[src/rtl/mc_pkg.sv]
// Shared constants for the multicycle MIPS-subset controller:
// opcodes, funcs, ALU codes, ALU-B mux codes and FSM states.
package mc_pkg;

    localparam logic [5:0] OP_RTYPE = 6'b000000;
    localparam logic [5:0] OP_LW    = 6'b100011;
    localparam logic [5:0] OP_SW    = 6'b101011;
    localparam logic [5:0] OP_BEQ   = 6'b000100;
    localparam logic [5:0] OP_LUI   = 6'b001111;

    localparam logic [5:0] FN_ADD = 6'b100000;
    localparam logic [5:0] FN_SUB = 6'b100010;
    localparam logic [5:0] FN_AND = 6'b100100;
    localparam logic [5:0] FN_OR  = 6'b100101;
    localparam logic [5:0] FN_XOR = 6'b100110;

    localparam logic [2:0] ALU_ADD = 3'b000;
    localparam logic [2:0] ALU_SUB = 3'b001;
    localparam logic [2:0] ALU_AND = 3'b010;
    localparam logic [2:0] ALU_OR  = 3'b011;
    localparam logic [2:0] ALU_XOR = 3'b100;
    localparam logic [2:0] ALU_LUI = 3'b101;

    localparam logic [1:0] SRCB_B   = 2'b00;
    localparam logic [1:0] SRCB_4   = 2'b01;
    localparam logic [1:0] SRCB_IMM = 2'b10;
    localparam logic [1:0] SRCB_BR  = 2'b11;

    localparam logic [3:0] S_RST     = 4'd0;
    localparam logic [3:0] S_FETCH   = 4'd1;
    localparam logic [3:0] S_DECODE  = 4'd2;
    localparam logic [3:0] S_EXEC_R  = 4'd3;
    localparam logic [3:0] S_WB_R    = 4'd4;
    localparam logic [3:0] S_MEMADDR = 4'd5;
    localparam logic [3:0] S_MEMRD   = 4'd6;
    localparam logic [3:0] S_MEMWB   = 4'd7;
    localparam logic [3:0] S_MEMWR   = 4'd8;
    localparam logic [3:0] S_BRANCH  = 4'd9;
    localparam logic [3:0] S_LUI_EX  = 4'd10;
    localparam logic [3:0] S_LUI_WB  = 4'd11;

    typedef struct packed {
        logic       pcwrite;
        logic       pcwritecond;
        logic       pcsrc;
        logic       iord;
        logic       memr;
        logic       memw;
        logic       irwrite;
        logic       regdst;
        logic       regw;
        logic       memtoreg;
        logic       alusrca;
        logic [1:0] alusrcb;
        logic [2:0] aluop;
        logic       instr_done;
        logic       illegal;
        logic       bus_err;
    } ctrl_t;

endpackage

[src/rtl/mc_if.sv]
// Controller <-> datapath/memory bundle: IR fields and mem_ready in,
// datapath control strobes and debug state out.
interface mc_if;
    logic [5:0] op;
    logic [5:0] func;
    logic       mem_ready;
    logic       pcwrite;
    logic       pcwritecond;
    logic       pcsrc;
    logic       iord;
    logic       memr;
    logic       memw;
    logic       irwrite;
    logic       regdst;
    logic       regw;
    logic       memtoreg;
    logic       alusrca;
    logic [1:0] alusrcb;
    logic [2:0] aluop;
    logic       instr_done;
    logic       illegal;
    logic       bus_err;
    logic [3:0] state;

    modport master (
        input  op, func, mem_ready,
        output pcwrite, pcwritecond, pcsrc, iord, memr, memw, irwrite,
        output regdst, regw, memtoreg, alusrca, alusrcb, aluop,
        output instr_done, illegal, bus_err, state
    );

    modport slave (
        output op, func, mem_ready,
        input  pcwrite, pcwritecond, pcsrc, iord, memr, memw, irwrite,
        input  regdst, regw, memtoreg, alusrca, alusrcb, aluop,
        input  instr_done, illegal, bus_err, state
    );
endinterface

[src/rtl/mc_alu_decode.sv]
// R-type func to ALU operation map, plus a flag for supported funcs.
module mc_alu_decode
    import mc_pkg::*;
(
    input  logic [5:0] func,
    output logic [2:0] aluop,
    output logic       rtype_ok
);

    always_comb begin
        aluop    = ALU_ADD;
        rtype_ok = 1'b1;
        unique case (1'b1)
            (func == FN_ADD): aluop = ALU_ADD;
            (func == FN_SUB): aluop = ALU_SUB;
            (func == FN_AND): aluop = ALU_AND;
            (func == FN_OR):  aluop = ALU_OR;
            (func == FN_XOR): aluop = ALU_XOR;
            default:          rtype_ok = 1'b0;
        endcase
    end

endmodule

[src/rtl/mc_control.sv]
// Multicycle controller FSM with memory wait counter and bus timeout.
// Outputs decode from state, with mem_ready gating in memory states.
module mc_control
    import mc_pkg::*;
#(
    parameter int unsigned WAIT_MAX = 15
) (
    input logic clk,
    input logic rst_n,
    mc_if.master bus
);

    localparam logic [3:0] WMAX = 4'(WAIT_MAX);

    logic [3:0] st;
    logic [3:0] nxt;
    logic [3:0] cnt;
    logic [2:0] fn_alu;
    logic       rt_ok;
    logic       waiting;
    ctrl_t      c;

    mc_alu_decode u_dec (
        .func    (bus.func),
        .aluop   (fn_alu),
        .rtype_ok(rt_ok)
    );

    assign waiting = (st == S_FETCH || st == S_MEMRD || st == S_MEMWR)
                     && !bus.mem_ready;

    always_ff @(posedge clk or negedge rst_n) begin
        if (!rst_n) begin
            st  <= S_RST;
            cnt <= 4'd0;
        end else begin
            st <= nxt;
            if (nxt != st)
                cnt <= 4'd0;
            else if (waiting)
                cnt <= cnt + 4'd1;
        end
    end

    always_comb begin
        c   = '0;
        nxt = st;
        unique case (st)
            S_RST: nxt = S_FETCH;
            S_FETCH: begin
                c.memr    = 1'b1;
                c.alusrcb = SRCB_4;
                c.aluop   = ALU_ADD;
                if (bus.mem_ready) begin
                    c.irwrite = 1'b1;
                    c.pcwrite = 1'b1;
                    nxt       = S_DECODE;
                end else if (cnt == WMAX) begin
                    c.bus_err = 1'b1;
                    nxt       = S_RST;
                end
            end
            S_DECODE: begin
                c.alusrcb = SRCB_BR;
                c.aluop   = ALU_ADD;
                unique case (1'b1)
                    (bus.op == OP_RTYPE && rt_ok):     nxt = S_EXEC_R;
                    (bus.op == OP_LW || bus.op == OP_SW): nxt = S_MEMADDR;
                    (bus.op == OP_BEQ):                 nxt = S_BRANCH;
                    (bus.op == OP_LUI):                 nxt = S_LUI_EX;
                    default: begin
                        c.illegal = 1'b1;
                        nxt       = S_FETCH;
                    end
                endcase
            end
            S_EXEC_R: begin
                c.alusrca = 1'b1;
                c.alusrcb = SRCB_B;
                c.aluop   = fn_alu;
                nxt       = S_WB_R;
            end
            S_WB_R: begin
                c.regdst     = 1'b1;
                c.regw       = 1'b1;
                c.instr_done = 1'b1;
                nxt          = S_FETCH;
            end
            S_MEMADDR: begin
                c.alusrca = 1'b1;
                c.alusrcb = SRCB_IMM;
                c.aluop   = ALU_ADD;
                nxt       = (bus.op == OP_LW) ? S_MEMRD : S_MEMWR;
            end
            S_MEMRD: begin
                c.memr = 1'b1;
                c.iord = 1'b1;
                if (bus.mem_ready) begin
                    nxt = S_MEMWB;
                end else if (cnt == WMAX) begin
                    c.bus_err = 1'b1;
                    nxt       = S_RST;
                end
            end
            S_MEMWB: begin
                c.regw       = 1'b1;
                c.memtoreg   = 1'b1;
                c.instr_done = 1'b1;
                nxt          = S_FETCH;
            end
            S_MEMWR: begin
                c.memw = 1'b1;
                c.iord = 1'b1;
                if (bus.mem_ready) begin
                    c.instr_done = 1'b1;
                    nxt          = S_FETCH;
                end else if (cnt == WMAX) begin
                    c.bus_err = 1'b1;
                    nxt       = S_RST;
                end
            end
            S_BRANCH: begin
                c.alusrca     = 1'b1;
                c.alusrcb     = SRCB_B;
                c.aluop       = ALU_SUB;
                c.pcwritecond = 1'b1;
                c.pcsrc       = 1'b1;
                c.instr_done  = 1'b1;
                nxt           = S_FETCH;
            end
            S_LUI_EX: begin
                c.alusrcb = SRCB_IMM;
                c.aluop   = ALU_LUI;
                nxt       = S_LUI_WB;
            end
            S_LUI_WB: begin
                c.regw       = 1'b1;
                c.instr_done = 1'b1;
                nxt          = S_FETCH;
            end
            default: nxt = S_RST;
        endcase
    end

    assign bus.pcwrite     = c.pcwrite;
    assign bus.pcwritecond = c.pcwritecond;
    assign bus.pcsrc       = c.pcsrc;
    assign bus.iord        = c.iord;
    assign bus.memr        = c.memr;
    assign bus.memw        = c.memw;
    assign bus.irwrite     = c.irwrite;
    assign bus.regdst      = c.regdst;
    assign bus.regw        = c.regw;
    assign bus.memtoreg    = c.memtoreg;
    assign bus.alusrca     = c.alusrca;
    assign bus.alusrcb     = c.alusrcb;
    assign bus.aluop       = c.aluop;
    assign bus.instr_done  = c.instr_done;
    assign bus.illegal     = c.illegal;
    assign bus.bus_err     = c.bus_err;
    assign bus.state       = st;

endmodule

[src/flat_wrapper.sv]
// flat-port wrapper written by rule: the top's interface ports become plain ports
module mc_control_flat import mc_pkg::*;
#(
    parameter int unsigned WAIT_MAX = 15
)
  (clk, rst_n, bus_op, bus_func, bus_mem_ready, bus_pcwrite, bus_pcwritecond, bus_pcsrc, bus_iord, bus_memr, bus_memw, bus_irwrite, bus_regdst, bus_regw, bus_memtoreg, bus_alusrca, bus_alusrcb, bus_aluop, bus_instr_done, bus_illegal, bus_bus_err, bus_state);
  mc_if bus_i ();
  input logic clk;
  input logic rst_n;
  input wire logic [$bits(bus_i.op)-1:0] bus_op;
  input wire logic [$bits(bus_i.func)-1:0] bus_func;
  input wire logic [$bits(bus_i.mem_ready)-1:0] bus_mem_ready;
  output wire logic [$bits(bus_i.pcwrite)-1:0] bus_pcwrite;
  output wire logic [$bits(bus_i.pcwritecond)-1:0] bus_pcwritecond;
  output wire logic [$bits(bus_i.pcsrc)-1:0] bus_pcsrc;
  output wire logic [$bits(bus_i.iord)-1:0] bus_iord;
  output wire logic [$bits(bus_i.memr)-1:0] bus_memr;
  output wire logic [$bits(bus_i.memw)-1:0] bus_memw;
  output wire logic [$bits(bus_i.irwrite)-1:0] bus_irwrite;
  output wire logic [$bits(bus_i.regdst)-1:0] bus_regdst;
  output wire logic [$bits(bus_i.regw)-1:0] bus_regw;
  output wire logic [$bits(bus_i.memtoreg)-1:0] bus_memtoreg;
  output wire logic [$bits(bus_i.alusrca)-1:0] bus_alusrca;
  output wire logic [$bits(bus_i.alusrcb)-1:0] bus_alusrcb;
  output wire logic [$bits(bus_i.aluop)-1:0] bus_aluop;
  output wire logic [$bits(bus_i.instr_done)-1:0] bus_instr_done;
  output wire logic [$bits(bus_i.illegal)-1:0] bus_illegal;
  output wire logic [$bits(bus_i.bus_err)-1:0] bus_bus_err;
  output wire logic [$bits(bus_i.state)-1:0] bus_state;
  assign bus_i.op = bus_op;
  assign bus_i.func = bus_func;
  assign bus_i.mem_ready = bus_mem_ready;
  assign bus_pcwrite = bus_i.pcwrite;
  assign bus_pcwritecond = bus_i.pcwritecond;
  assign bus_pcsrc = bus_i.pcsrc;
  assign bus_iord = bus_i.iord;
  assign bus_memr = bus_i.memr;
  assign bus_memw = bus_i.memw;
  assign bus_irwrite = bus_i.irwrite;
  assign bus_regdst = bus_i.regdst;
  assign bus_regw = bus_i.regw;
  assign bus_memtoreg = bus_i.memtoreg;
  assign bus_alusrca = bus_i.alusrca;
  assign bus_alusrcb = bus_i.alusrcb;
  assign bus_aluop = bus_i.aluop;
  assign bus_instr_done = bus_i.instr_done;
  assign bus_illegal = bus_i.illegal;
  assign bus_bus_err = bus_i.bus_err;
  assign bus_state = bus_i.state;
  mc_control #(.WAIT_MAX(WAIT_MAX)) u_core (.clk(clk), .rst_n(rst_n), .bus(bus_i));
endmodule
[config.mk]
export PLATFORM = sky130hd
export DESIGN_NAME = mc_control_flat
export DESIGN_NICKNAME = d
export VERILOG_FILES = /design/src/rtl/mc_pkg.sv /design/src/rtl/mc_if.sv /design/src/rtl/mc_alu_decode.sv /design/src/rtl/mc_control.sv /design/src/flat_wrapper.sv
export SDC_FILE = /design/constraint.sdc
export NUM_CORES = 1
export LEC_CHECK = 0
export ABC_AREA = 1
export CAP_MARGIN = 15
export CORE_MARGIN = 5
export CORE_UTILIZATION = 45
export CTS_BUF_LIST = sky130_fd_sc_hd__clkbuf_2 sky130_fd_sc_hd__clkbuf_4 sky130_fd_sc_hd__clkbuf_8
export DETAILED_ROUTE_END_ITERATION = 6
export GPL_TIMING_DRIVEN = 0
export PLACE_DENSITY = 0.85
export SETUP_SLACK_MARGIN = 0.05
export SKIP_CTS_REPAIR_TIMING = 1
export SLEW_MARGIN = 20
export SYNTH_ARGS = -nofsm -noshare
export SYNTH_HDL_FRONTEND = slang
export SYNTH_SLANG_ARGS = --single-unit
[constraint.sdc]
create_clock -name clk -period 3.55 [get_ports clk]
set_input_delay 0.8875 -clock clk [delete_from_list [all_inputs] [get_ports clk]]
set_output_delay 0.8875 -clock clk [all_outputs]
set_load 0.01 [all_outputs]
==> metrics.txt <==
outcome=completed; Gate power share=71.1%; vias post-DR=1076; post-layout instance area=1280 um2; total wirelength of the detailed-routed design=2.41 mm; leading cell types by count after synthesis=sky130_fd_sc_hd__nand2_1, sky130_fd_sc_hd__inv_1, sky130_fd_sc_hd__nor2_1, sky130_fd_sc_hd__nand3_1; width of the die=53.5 um; Filler cells=186; net switching share of the total power=47.9%; total power density per cell area=625 nW/um2; VDD IR-drop max=0.440 mV; total length of routed met3 wires=159 um; overall power consumption=0.799 mW; Max Root-Sink Buffers=2; antenna-violating nets left=0; initial cell density of the core=48.3%; RSZ-0062 raised after global routing=false; post-synthesis sequential area ratio=23.5%; remaining global-route overflow=0; total inserted antenna cells=0; first-pass GRT wire length=4.07 mm; aggregate negative setup slack=0 ns; input/output buffers=37; CP startpoint kind=input port; share of power burned in the clock network=8.4%; CP arrival=2.48 ns; placement row count=15; flop-to-flop setup slack=1.85 ns; final count of hold timing violations=0; post-synthesis average cell area=5.72 um2; GRT Resource Usage Total=18.8%; clock transition at the registers of the reported paths=0.05 ns; Die Footprint=2860 um2; GPL Wtd Cong=0.874; area used by multi-input combinational logic=523 um2; critical path, cell by cell=clkdlybuf4s50_1, inv_1, nor2_2, nand3_1, nor2_1, nand2_1, nand2_1, clkdlybuf4s50_1; violation count after the first detailed-route iteration=28; worst stage delay on the critical path=0.55 ns; number of cells produced by synthesis=149; vias in the first global route=975; leading post-synthesis cells by cell area=sky130_fd_sc_hd__dfrtp_1, sky130_fd_sc_hd__nand2_1, sky130_fd_sc_hd__inv_1; H-tree depth=1; Worst Setup SP=bus_func[5]; highest fanout seen on the critical path=4; sequential cell fraction of total power=20.6%; Post-Route M1 WL=1.05 mm; FF/Latch Area=200 um2; worst-skew pair later-pin latency=0.25 ns; class of the most critical setup path=input port to output pin; core area=1760 um2; count of boundary I/O pins=38; Least-Margin Pin Slew=0.361 ns; Internal Dissipation=0.416 mW; end of the worst hold path=u_core.cnt[0]; clock tree from TritonCTS=yes; Hold Crit Class=register to register; count of cells along the worst register-to-register path=9; DR top layer=met3; clock buffers created by TritonCTS=3; height of the die=53.5 um; number of library cell types mapped by synthesis=24; routed length per placed instance=11.2 um; final instance count without filler cells=214; portion of synthesized cell area occupied by the leading cell type=23.5%; start point of the worst min-delay path=u_core.cnt[0]; r2r endpoint=u_core.cnt[1]; post-layout minimum cycle time=3.37 ns; final cycle utilization of the critical path=94.9%; max-cap viol count=0; DR pass1 iterations=4; area grow syn2layout=50.1%; Synth warnings=0; Synth Net Count=165; post-synthesis cell type with the largest combined area=sky130_fd_sc_hd__dfrtp_1; initial antenna violation count=0; Setup-failing EPs final=0; mapped cell area=852 um2; # nets final=207; Max Clock Skew=0.00389 ns; largest net degree at the start of global routing=9; cell with the most instances after synthesis=sky130_fd_sc_hd__nand2_1; data required time at the worst endpoint=2.66 ns; master cell of the clock root buffer=sky130_fd_sc_hd__clkbuf_4; switching power total=0.382 mW; post-detail-place hpwl=2.07 mm; Seq cells post-synth=8; remaining routing DRC violations=0; cell with the largest stage delay on the worst path=sky130_fd_sc_hd__clkdlybuf4s50_1; worst-case headroom to the max-slew limit=76.0%; amount of wire on met2 after detailed routing=1.20 mm; proportion of synthesized flip-flops having asynchronous set or reset=100%; number of slew-limit violations in the final report=0; kind of end point of the critical path=output pin; total instance count after detailed placement=211; number of enable-type register cells in the synthesized netlist=0; buffers and inverters on the worst path=3; top cell family by delay on the critical path=buffers and inverters; leading register cell type out of synthesis=sky130_fd_sc_hd__dfrtp_1; fraction of layout instances using a drive strength above 1=12.2%; cell area after placement=1250 um2; number of cells traversed by the worst hold path=1; reported leakage power=0.702 nW; beginning of the worst register-to-register path=u_core.bus.state[1]; clock sinks=8; Max Freq=297 MHz; drt via density=5.03
==> cells in the final DEF (no fill, tap or decap) <==
cell,n
sky130_fd_sc_hd__nand2_1,43
sky130_fd_sc_hd__clkdlybuf4s50_1,37
sky130_fd_sc_hd__inv_1,23
sky130_fd_sc_hd__nor2_1,17
sky130_fd_sc_hd__nand3_1,16
sky130_fd_sc_hd__inv_2,8
sky130_fd_sc_hd__dfrtp_1,8
sky130_fd_sc_hd__nor3_1,5
sky130_fd_sc_hd__o21ai_0,4
sky130_fd_sc_hd__nor2_2,3
sky130_fd_sc_hd__nand2_2,3
sky130_fd_sc_hd__nand4_1,3
sky130_fd_sc_hd__clkbuf_4,3
sky130_fd_sc_hd__nand3_2,2
sky130_fd_sc_hd__a31oi_1,2
sky130_fd_sc_hd__buf_4,2
sky130_fd_sc_hd__nor2_4,1
sky130_fd_sc_hd__or2_2,1
sky130_fd_sc_hd__a41oi_1,1
sky130_fd_sc_hd__a21oi_1,1
sky130_fd_sc_hd__a211o_1,1
sky130_fd_sc_hd__o31ai_1,1
sky130_fd_sc_hd__nor4_1,1
sky130_fd_sc_hd__xnor2_1,1
sky130_fd_sc_hd__xor2_1,1
sky130_fd_sc_hd__ha_1,1
==> power by group through the flow <==
stage / Sequential [mW] / Clock (mW) / Combinational [mW]
floorplan: 0.161 / 0 / 0.323
detailed placement: 0.164 / 0 / 0.567
finish: 0.164 / 0.0668 / 0.567
global placement: 0.163 / 0 / 0.555
global route: 0.168 / 0.0755 / 0.635
CTS: 0.164 / 0.0685 / 0.571
==> worst reg2reg max path: cells and delay by family, from the launching register on <==
family	cells	cell delay [ns]
flops	1	0.50
simple gates	8	1.05
buf+inv	1	0.05
==> registers in the layout (all words and copies together), names as in the netlist <==
signal,count
u_core.bus.state,4
u_core.cnt,4
==> cell families after synthesis <==
family	synth area share, %
simple gates	50.2
buf+inv	15.4
compound gates	7.34
flops	23.5
xor+xnor	2.06
fa+ha+maj	1.47
==> area by class of cell <==
type / instances / area share, %
clock buffers: 3 / 1.76
inverters: 31 / 9.10
well taps: 25 / 2.45
plain buffers: 2 / 1.17
multi-input cells: 108 / 40.9
flip-flops and latches: 8 / 15.7
repair buffers: 37 / 29.0
==> routing by layer <==
layer,vias up,GRT usage [%]
met5,-,0
met4,0,1.28
met3,0,5.07
met2,43,34.5
met1,483,22.6
li1,550,-
==> how the worst max path moves through the flow <==
stage,end,slack [ns],cells after the start
final,bus_aluop[0],0.18,8
after detailed placement,bus_aluop[0],0.11,8
after global placement,bus_aluop[0],0.17,8
after global routing,bus_illegal,0.08,8
after CTS,bus_aluop[0],0.12,8
after floorplan,bus_aluop[0],1.07,6
==> through the flow <==
| step | hold slack, ns | setup WS (ns) | util [%] |
|---|---|---|---|
| after floorplan | 0.439 | 1.07 | - |
| after global placement | 0.455 | 0.167 | 71.1 |
| after detailed placement | 0.475 | 0.113 | 71.1 |
| after CTS | 0.494 | 0.117 | 72.3 |
| after global routing | 0.519 | 0.0823 | 72.5 |
| final | 0.496 | 0.181 | 72.5 |
No activity file was read; power rests on OpenSTA's default activity.
